`src/rtl/evict_ram.sv`:
```
// evict_ram: read-before-write store returning displaced words as eviction records.
// Optional EVICT_RAM_STATS_EN adds ev_count and occ_count outputs.
module evict_ram #(
  parameter int DATA_WIDTH = 8,
  parameter int ADDR_WIDTH = 2
) (
  input  logic                  clk,
  input  logic                  rst,
  input  logic                  wr_valid,
  output logic                  wr_ready,
  input  logic [ADDR_WIDTH-1:0] wr_addr,
  input  logic [DATA_WIDTH-1:0] wr_data,
  input  logic                  inv_valid,
  output logic                  inv_ready,
  input  logic [ADDR_WIDTH-1:0] inv_addr,
  output logic                  ev_valid,
  input  logic                  ev_ready,
  output logic [ADDR_WIDTH-1:0] ev_addr,
  output logic [DATA_WIDTH-1:0] ev_data,
`ifdef EVICT_RAM_STATS_EN
  output logic [15:0]           ev_count,
  output logic [ADDR_WIDTH:0]   occ_count,
`endif
  output logic                  busy,
  output logic                  init_done
);

  localparam int DEPTH = 2 ** ADDR_WIDTH;
  localparam logic [ADDR_WIDTH-1:0] LAST = '1;

  typedef enum logic [1:0] {
    S_INIT,
    S_IDLE,
    S_EVICT
  } state_e;

  state_e                state_q, state_d;
  logic [ADDR_WIDTH-1:0] init_addr_q;
  logic                  init_done_q;
  logic [ADDR_WIDTH-1:0] ev_addr_q;
  logic [DATA_WIDTH-1:0] ev_data_q;

  // Each entry: {valid, data}
  logic [DATA_WIDTH:0]   mem_q [DEPTH];

  logic [ADDR_WIDTH-1:0] rd_addr;
  logic [DATA_WIDTH:0]   rd_word;
  logic                  old_vld;
  logic                  mem_we;
  logic [ADDR_WIDTH-1:0] mem_waddr;
  logic [DATA_WIDTH:0]   mem_wdata;
  logic                  ev_load;
  logic                  wr_acc;
  logic                  inv_acc;

  assign rd_addr = wr_valid ? wr_addr : inv_addr;
  assign rd_word = mem_q[rd_addr];
  assign old_vld = rd_word[DATA_WIDTH];

  always_comb begin
    state_d   = state_q;
    wr_ready  = 1'b0;
    inv_ready = 1'b0;
    busy      = 1'b1;
    mem_we    = 1'b0;
    mem_waddr = init_addr_q;
    mem_wdata = '0;
    ev_load   = 1'b0;
    wr_acc    = 1'b0;
    inv_acc   = 1'b0;
    unique case (state_q)
      S_INIT: begin
        mem_we = 1'b1;
        if (init_addr_q == LAST) state_d = S_IDLE;
      end
      S_IDLE: begin
        busy      = 1'b0;
        wr_ready  = 1'b1;
        inv_ready = !wr_valid;
        if (wr_valid) begin
          wr_acc    = 1'b1;
          mem_we    = 1'b1;
          mem_waddr = wr_addr;
          mem_wdata = {1'b1, wr_data};
        end else if (inv_valid) begin
          inv_acc   = 1'b1;
          mem_we    = 1'b1;
          mem_waddr = inv_addr;
          mem_wdata = {1'b0, rd_word[DATA_WIDTH-1:0]};
        end
        if ((wr_acc || inv_acc) && old_vld) begin
          ev_load = 1'b1;
          state_d = S_EVICT;
        end
      end
      S_EVICT: begin
        if (ev_ready) state_d = S_IDLE;
      end
      default: state_d = S_INIT;
    endcase
  end

  always_ff @(posedge clk) begin
    if (rst) begin
      state_q     <= S_INIT;
      init_addr_q <= '0;
      init_done_q <= 1'b0;
      ev_addr_q   <= '0;
      ev_data_q   <= '0;
    end else begin
      state_q <= state_d;
      if (state_q == S_INIT) begin
        init_addr_q <= init_addr_q + 1'b1;
        if (init_addr_q == LAST) init_done_q <= 1'b1;
      end
      if (ev_load) begin
        ev_addr_q <= rd_addr;
        ev_data_q <= rd_word[DATA_WIDTH-1:0];
      end
    end
  end

  // Storage has no reset; the INIT sweep clears it.
  always_ff @(posedge clk) begin
    if (!rst && mem_we) mem_q[mem_waddr] <= mem_wdata;
  end

  assign ev_valid  = (state_q == S_EVICT);
  assign ev_addr   = ev_addr_q;
  assign ev_data   = ev_data_q;
  assign init_done = init_done_q;

`ifdef EVICT_RAM_STATS_EN
  logic [15:0]         ev_count_q;
  logic [ADDR_WIDTH:0] occ_q;

  always_ff @(posedge clk) begin
    if (rst) begin
      ev_count_q <= '0;
      occ_q      <= '0;
    end else begin
      if (ev_valid && ev_ready && ev_count_q != 16'hFFFF)
        ev_count_q <= ev_count_q + 16'd1;
      if (wr_acc && !old_vld)
        occ_q <= occ_q + 1'b1;
      else if (inv_acc && old_vld)
        occ_q <= occ_q - 1'b1;
    end
  end

  assign ev_count  = ev_count_q;
  assign occ_count = occ_q;
`endif

endmodule
```
`config.mk`:
```
export PLATFORM = sky130hd
export DESIGN_NAME = evict_ram
export DESIGN_NICKNAME = d
export VERILOG_FILES = /design/src/rtl/evict_ram.sv
export SDC_FILE = /design/constraint.sdc
export NUM_CORES = 1
export LEC_CHECK = 0
export CAP_MARGIN = 20
export CORE_ASPECT_RATIO = 2
export CORE_UTILIZATION = 30
export CTS_CLUSTER_SIZE = 25
export DETAILED_ROUTE_END_ITERATION = 6
export GPL_TIMING_DRIVEN = 1
export PLACE_DENSITY = 0.56
export SYNTH_ARGS = -nofsm -noshare
export SYNTH_HDL_FRONTEND = slang
export SYNTH_SLANG_ARGS = --single-unit
```
`constraint.sdc`:
```
create_clock -name clk -period 2.16 [get_ports clk]
set_input_delay 0.432 -clock clk [delete_from_list [all_inputs] [get_ports clk]]
set_output_delay 0.432 -clock clk [all_outputs]
set_load 0.05 [all_outputs]
```
==> results.sh, run 1 <==
export IMPL_cts_buffers=5
export IMPL_via_count=1539
export IMPL_max_stage_delay_ns=0.52
export IMPL_core_um2=7210
export IMPL_rsz0062_at_grt="true"
export IMPL_grt_max_degree=17
export IMPL_fin_cells=308
export IMPL_async_reset_ff_share_pct=0
export IMPL_synth_compound_area_share_pct=16.6
export IMPL_synth_top_cell_area_share_pct=48.7
export IMPL_crit_path_start_kind="input pin"
export IMPL_path_cells="clkdlybuf4s50_1 > mux2i_4 > bufbuf_16 > mux4_2 > a22o_1"
export IMPL_synthMuxAreaShare_pct=9.24
export IMPL_synth_top_area_cell="edfxtp_1"
export IMPL_area_growth_pct=38.1
export IMPL_multiInputGateArea_um2=796
export IMPL_slew_headroom_pct=66.9
export IMPL_synth_warnings=0
export IMPL_drt_iter0_markers=87
export IMPL_post_dp_cell_area_um2=2860
export IMPL_synth_area_per_cell_um2=13.7
export IMPL_synth_edf_count=36
export IMPL_fill_cells=670
export IMPL_fin_skew_ns=0.00638
export IMPL_synthAdderAreaFrac_pct=0.563
export IMPL_placedCellCount=299
export IMPL_vdd_drop_max_uv=374
export IMPL_synth_seq_cells=51
export IMPL_post_route_min_period_ns=2.14
export IMPL_tightest_slew_ns=0.494
export IMPL_p_leak_nw=1.08
export IMPL_numPortBuffers=31
export IMPL_synth_xor_area_share_pct=0.394
export IMPL_initial_core_util_pct=30.8
export IMPL_stdcell_area_um2=3070
export IMPL_final_max_slew_viol_count=0
export IMPL_grt_pass1_vias=1574
export IMPL_synthSimpleGateAreaFrac_pct=8.39
export IMPL_dr_pass1_iters=4
export IMPL_finalPower_mw=2.45
export IMPL_synth_top_family_by_area="compound AO/OA/AOI/OAI gates"
export IMPL_die_w_um=62.8
export IMPL_wl_per_cell_um=16.3
export IMPL_power_density_nw_per_um2=798
export IMPL_crit_path_end_kind="flop"
export IMPL_status="finished clean"
export IMPL_final_antenna_net_count=0
export IMPL_avgViaCountPerCell=5.00
export IMPL_maxCapViolCount=0
export IMPL_min_path_type="flop to flop"
export IMPL_netlist_area_um2=2220
export IMPL_die_area_um2=7770
export IMPL_final_nets=233
export IMPL_hpwlAfterDp_um=3650
export IMPL_pin_count=32
export IMPL_crit_slowest_cell="mux4_2"
export IMPL_track_usage_pct=14.0
export IMPL_crit_arrival_ns=2.18
export IMPL_critPathRequiredTime_ns=2.19
export IMPL_worstSetupPathType="input pin to flop"
export IMPL_antenna_found_initial=0
export IMPL_grt_overflow_total=0
export IMPL_cts_hold_buffers=0
export IMPL_fmax_mhz=467
export IMPL_place_congestion=0.799
export IMPL_std_cell_rows=44
export IMPL_fin_hold_ws_ns=0.466
export IMPL_netlist_instances=162
export IMPL_htreeDepth=2
export IMPL_drc_errors=0
export IMPL_clockBufferDepth=2
export IMPL_insertion_delay_ns=0.29
export IMPL_regArea_um2=1380
export IMPL_grt_pass1_wl_um=8000
export IMPL_clk_pin_slew_ns=0.07
export IMPL_setup_viol=0
export IMPL_synthDistinctLibCells=38
export IMPL_drt_wl_total_um=5010
export IMPL_cts_root_buf="clkbuf_16"
export IMPL_syn_nets=180
export IMPL_drive_gt1_share_pct=25.0
export IMPL_hold_viol=0
export IMPL_cp_max_fo=4
export IMPL_tritoncts="yes"
export IMPL_cts_sinks=51
export IMPL_fp_dieH_um=124
export IMPL_min_period_over_period_pct=99.2
export IMPL_synth_seq_area_share_pct=62.2
export IMPL_diodes=0
export IMPL_ys_top_cells_by_area="edfxtp_1 (49%), dfxtp_1 (14%), mux4_2 (5.1%)"
export IMPL_synth_ff_type="edfxtp_1"
-- cells in the mapped netlist (all sizes together), types with 2 or more instances --
master and count:
nand2 14, inv 3, o22ai 2, a31oi 2, a21o 2, o21ai 12, and2 2, o311ai 8
a21oi 8, nor2 15, edfxtp 36, nand2b 3, dfxtp 15, a211oi 3, clkbuf 4, nor3 2
buf 4, mux4 8, nor2b 2, a22o 8
-- state kept, by name (all words and copies together), names as in the netlist --
| name | cells |
|---|---|
| ev_addr | 2 |
| init_addr_q | 2 |
| ev_data | 8 |
| mem_q | 36 |
| init_done | 1 |
| state_q | 2 |
-- per-stage QoR --
stage	TNS, ns	worst slack (ns)	util, %
finish	0	0.0169	42.5
global route	-0.349	-0.0289	42.5
CTS	-0.182	-0.0191	42.5
detailed placement	-21.50	-0.368	39.6
global placement	-20.97	-0.317	39.6
floorplan	-2.59	-0.0803	-
-- layer usage --
| metal | vias up | track usage, % | share of wire [%] |
|---|---|---|---|
| met1 | 760 | 13.6 | 37 |
| li1 | 739 | - | - |
| met2 | 29 | 27.4 | 57 |
| met3 | 11 | 2.20 | 2.4 |
| met5 | - | 0 | 0 |
| met4 | 0 | 8.28 | 3.5 |
-- power breakdown --
part / switching, mW / internal [mW] / total (mW)
registers: 0.0298 / 1.12 / 1.15
logic: 0.217 / 0.195 / 0.413
clock network: 0.347 / 0.536 / 0.882
total: 0.594 / 1.85 / 2.45
-- area by class of cell --
cell class,count,area share [%]
flip-flops and latches,51,45.0
repair buffers,54,19.1
multi-input cells,100,25.9
clock inverters,1,0.286
clock buffers,7,5.34
well taps,92,3.75
inverters,3,0.490
-- worst max-delay path: cells and delay by family --
kind / cells / cell delay (ns)
AO/OA/AOI/OAI: 1 / 0.23
buffers and inverters: 2 / 0.77
multiplexers: 2 / 0.75
-- kinds of logic (layout without fill, tap and decap cells) --
group / after synthesis / in the layout
AO/OA/AOI/OAI: 48 / 48
XOR/XNOR: 1 / 1
adder cells (fa/ha/maj): 1 / 1
buffers and inverters: 11 / 65
flip-flops: 51 / 51
multiplexers: 9 / 9
AND/OR/NAND/NOR: 41 / 41
-- repair_timing --
item | in CTS | in global routing
resized for setup | 4 | 2
gates cloned | 1 | 0
buffers inserted | 0 | 0
setup endpoints to repair | 12 | 17
-- layout by cell type, fill, tap and decap left out, drive strengths merged, types with 2 or more instances in the layout --
| cell | count |
|---|---|
| a21o | 2 |
| clkbuf | 7 |
| nor3 | 2 |
| a31oi | 2 |
| nand2 | 14 |
| a21oi | 8 |
| nor2 | 15 |
| nor2b | 2 |
| edfxtp | 36 |
| o21ai | 12 |
| inv | 3 |
| buf | 26 |
| dfxtp | 15 |
| clkdlybuf4s50 | 25 |
| o22ai | 2 |
| o311ai | 8 |
| and2 | 2 |
| a22o | 8 |
| mux4 | 8 |
| nand2b | 3 |
| a211oi | 3 |
-- final timing paths --
| check | startpoint | to | depth (start not counted) | slack [ns] |
|---|---|---|---|---|
| worst max-delay path | wr_addr[0] | mem_q[2][7] | 5 | 0.02 |
| worst min-delay path | ev_data[0] | ev_data[0] | 2 | 0.47 |
| worst max register to register | state_q[0] | mem_q[1][6] | 6 | 0.36 |
| worst min register to register | ev_data[0] | ev_data[0] | 2 | 0.47 |
Power figures use the tool's default switching activity.
==> run 2, diff against run 1 <==
REMOVE_ABC_BUFFERS = 1   (was default)
==> run 2 against run 1 <==
Combinational power is 6.5% higher. Die area stayed put. Clock power is 2.5% lower. Sequential power hardly changed. Routed wire length is 0.64% higher. Critical endpoint is now mem_q[2][0].
==> results.sh, run 2 (synthesis gave the netlist of run 1 again) <==
export IMPL_avgViaCountPerCell=5.02
export IMPL_cp_max_fo=4
export IMPL_drive_gt1_share_pct=24.5
export IMPL_largest_reg_flops=36
export IMPL_holdPathEnd="ev_data[2]"
export IMPL_tritoncts="yes"
export IMPL_r2r_start="state_q[1]"
export IMPL_area_growth_pct=39.5
export IMPL_cp_depth=6
export IMPL_p_leak_nw=1.12
export IMPL_hold_viol=0
export IMPL_path_cells="dlygate4sd2_1 > mux2i_4 > buf_12 > buf_16 > mux4_2 > a22o_1"
export IMPL_regToRegEndpoint="mem_q[1][1]"
export IMPL_clk_pin_slew_ns=0.07
export IMPL_insertion_delay_ns=0.29
export IMPL_std_cell_rows=44
export IMPL_mostFrequentLayoutCell="edfxtp_1"
export IMPL_die_w_um=62.8
export IMPL_via_count=1566
export IMPL_drc_errors=0
export IMPL_core_um2=7210
export IMPL_crit_arrival_ns=2.06
export IMPL_cts_buffers=5
export IMPL_pin_count=32
export IMPL_cts_root_buf="clkbuf_16"
export IMPL_placedCellCount=301
export IMPL_cts_hold_buffers=0
export IMPL_fin_cells=312
export IMPL_fmax_mhz=493
export IMPL_worstSetupPathType="input pin to flop"
export IMPL_post_route_min_period_ns=2.03
export IMPL_grt_pass1_vias=1589
export IMPL_antenna_found_initial=0
export IMPL_setup_viol=0
export IMPL_tightest_slew_ns=0.496
export IMPL_final_max_slew_viol_count=0
export IMPL_diodes=0
export IMPL_dr_pass1_iters=4
export IMPL_status="finished clean"
export IMPL_whs_path_depth=2
export IMPL_htreeDepth=2
export IMPL_place_congestion=0.772
export IMPL_min_path_type="flop to flop"
export IMPL_clockBufferDepth=2
export IMPL_fp_dieH_um=124
export IMPL_drt_iter0_markers=86
export IMPL_final_nets=237
export IMPL_min_from="ev_data[2]"
export IMPL_crit_path_start_kind="input pin"
export IMPL_grt_max_degree=18
export IMPL_final_util_pct=43.0
export IMPL_die_area_um2=7770
export IMPL_fin_setup_tns_ns=0
export IMPL_wl_per_cell_um=16.2
export IMPL_power_density_nw_per_um2=790
export IMPL_maxCapViolCount=0
export IMPL_slew_headroom_pct=66.9
export IMPL_min_period_over_period_pct=93.8
export IMPL_fin_skew_ns=0.00651
export IMPL_pre_cts_ws_ns=-0.352
export IMPL_numPortBuffers=31
export IMPL_final_cell_mix="edfxtp_1 (36), clkdlybuf4s50_1 (24), buf_4 (20), dfxtp_1 (15), nand2_1 (14)"
export IMPL_drt_wl_total_um=5040
export IMPL_largest_register="mem_q"
export IMPL_initial_core_util_pct=30.8
export IMPL_vdd_drop_max_uv=424
export IMPL_timing_final_ws_setup_ns=0.134
export IMPL_path_buf_inv=3
export IMPL_track_usage_pct=14.1
export IMPL_crit_path_end_kind="flop"
export IMPL_critPathTopFamily="multiplexers"
export IMPL_critPathRequiredTime_ns=2.20
export IMPL_rsz0062_at_grt="false"
export IMPL_grt_overflow_total=0
export IMPL_worst_r2r_setup_slack_ns=0.36
export IMPL_max_stage_delay_ns=0.50
export IMPL_r2r_cells=6
export IMPL_final_antenna_net_count=0
export IMPL_cts_sinks=51
export IMPL_grt_pass1_wl_um=8020
export IMPL_crit_slowest_cell="mux4_2"
export IMPL_hpwlAfterDp_um=3580
## run 2: area by class of cell
class                   count  area, µm²
flip-flops and latches     51       1380
clock buffers               6        150
inverters                   3       11.3
fillers                   675       4110
multi-input cells         100        801
repair buffers             58        626
well taps                  92        115
clock inverters             2       15.0
## run 2: layer usage
layer	vias up	share of wire, %	global-route usage (%)
met5	-	0	0
met4	0	3.6	9.59
met3	11	2.2	2.66
met2	36	58	27.0
met1	769	36	13.3
li1	750	-	-
## run 2: power by group
| group | leakage, nW | total, mW | switching, mW | internal, mW |
|---|---|---|---|---|
| Combinational | 0.574 | 0.440 | 0.229 | 0.211 |
| Sequential | 0.461 | 1.15 | 0.0266 | 1.12 |
| Clock | 0.0829 | 0.860 | 0.355 | 0.505 |
## run 2: worst max path at each step
stage                     slack [ns]     endpoint         from
after floorplan                -0.68  mem_q[0][0]   state_q[0]
after global placement         -0.32  mem_q[2][4]     wr_valid
after detailed placement       -0.35  mem_q[2][3]     wr_valid
after CTS                       0.03  mem_q[2][0]  inv_addr[0]
after global routing            0.03  mem_q[0][3]     wr_valid
final                           0.13  mem_q[2][0]     wr_valid
## run 2: through the flow
stage / cell area, µm² / hold slack [ns] / total power [mW]
2_1_floorplan: 2170 / 0.478 / 1.37
3_3_place_gp: 2850 / 0.457 / 1.57
3_5_place_dp: 2850 / 0.463 / 1.57
4_1_cts: 3070 / 0.472 / 2.44
5_1_grt: 3100 / 0.490 / 2.54
6_report: 3100 / 0.467 / 2.45
## run 2: worst reg2reg max path: stages (launching register included)
cell      delay [ns]
dfxtp_1         0.30
nand2b_1        0.23
inv_1           0.20
o21ai_0         0.17
a21o_1          0.24
nor2_1          0.18
buf_4           0.19
## run 2: repair_timing
action / 4_1_cts / 5_1_grt
hold endpoints to repair: 0 / 0
setup buffers: 1 / 0
gates resized for setup: 3 / 10
cloned: 1 / 1
setup endpoints to repair: 12 / 35
pin swaps: 0 / 2
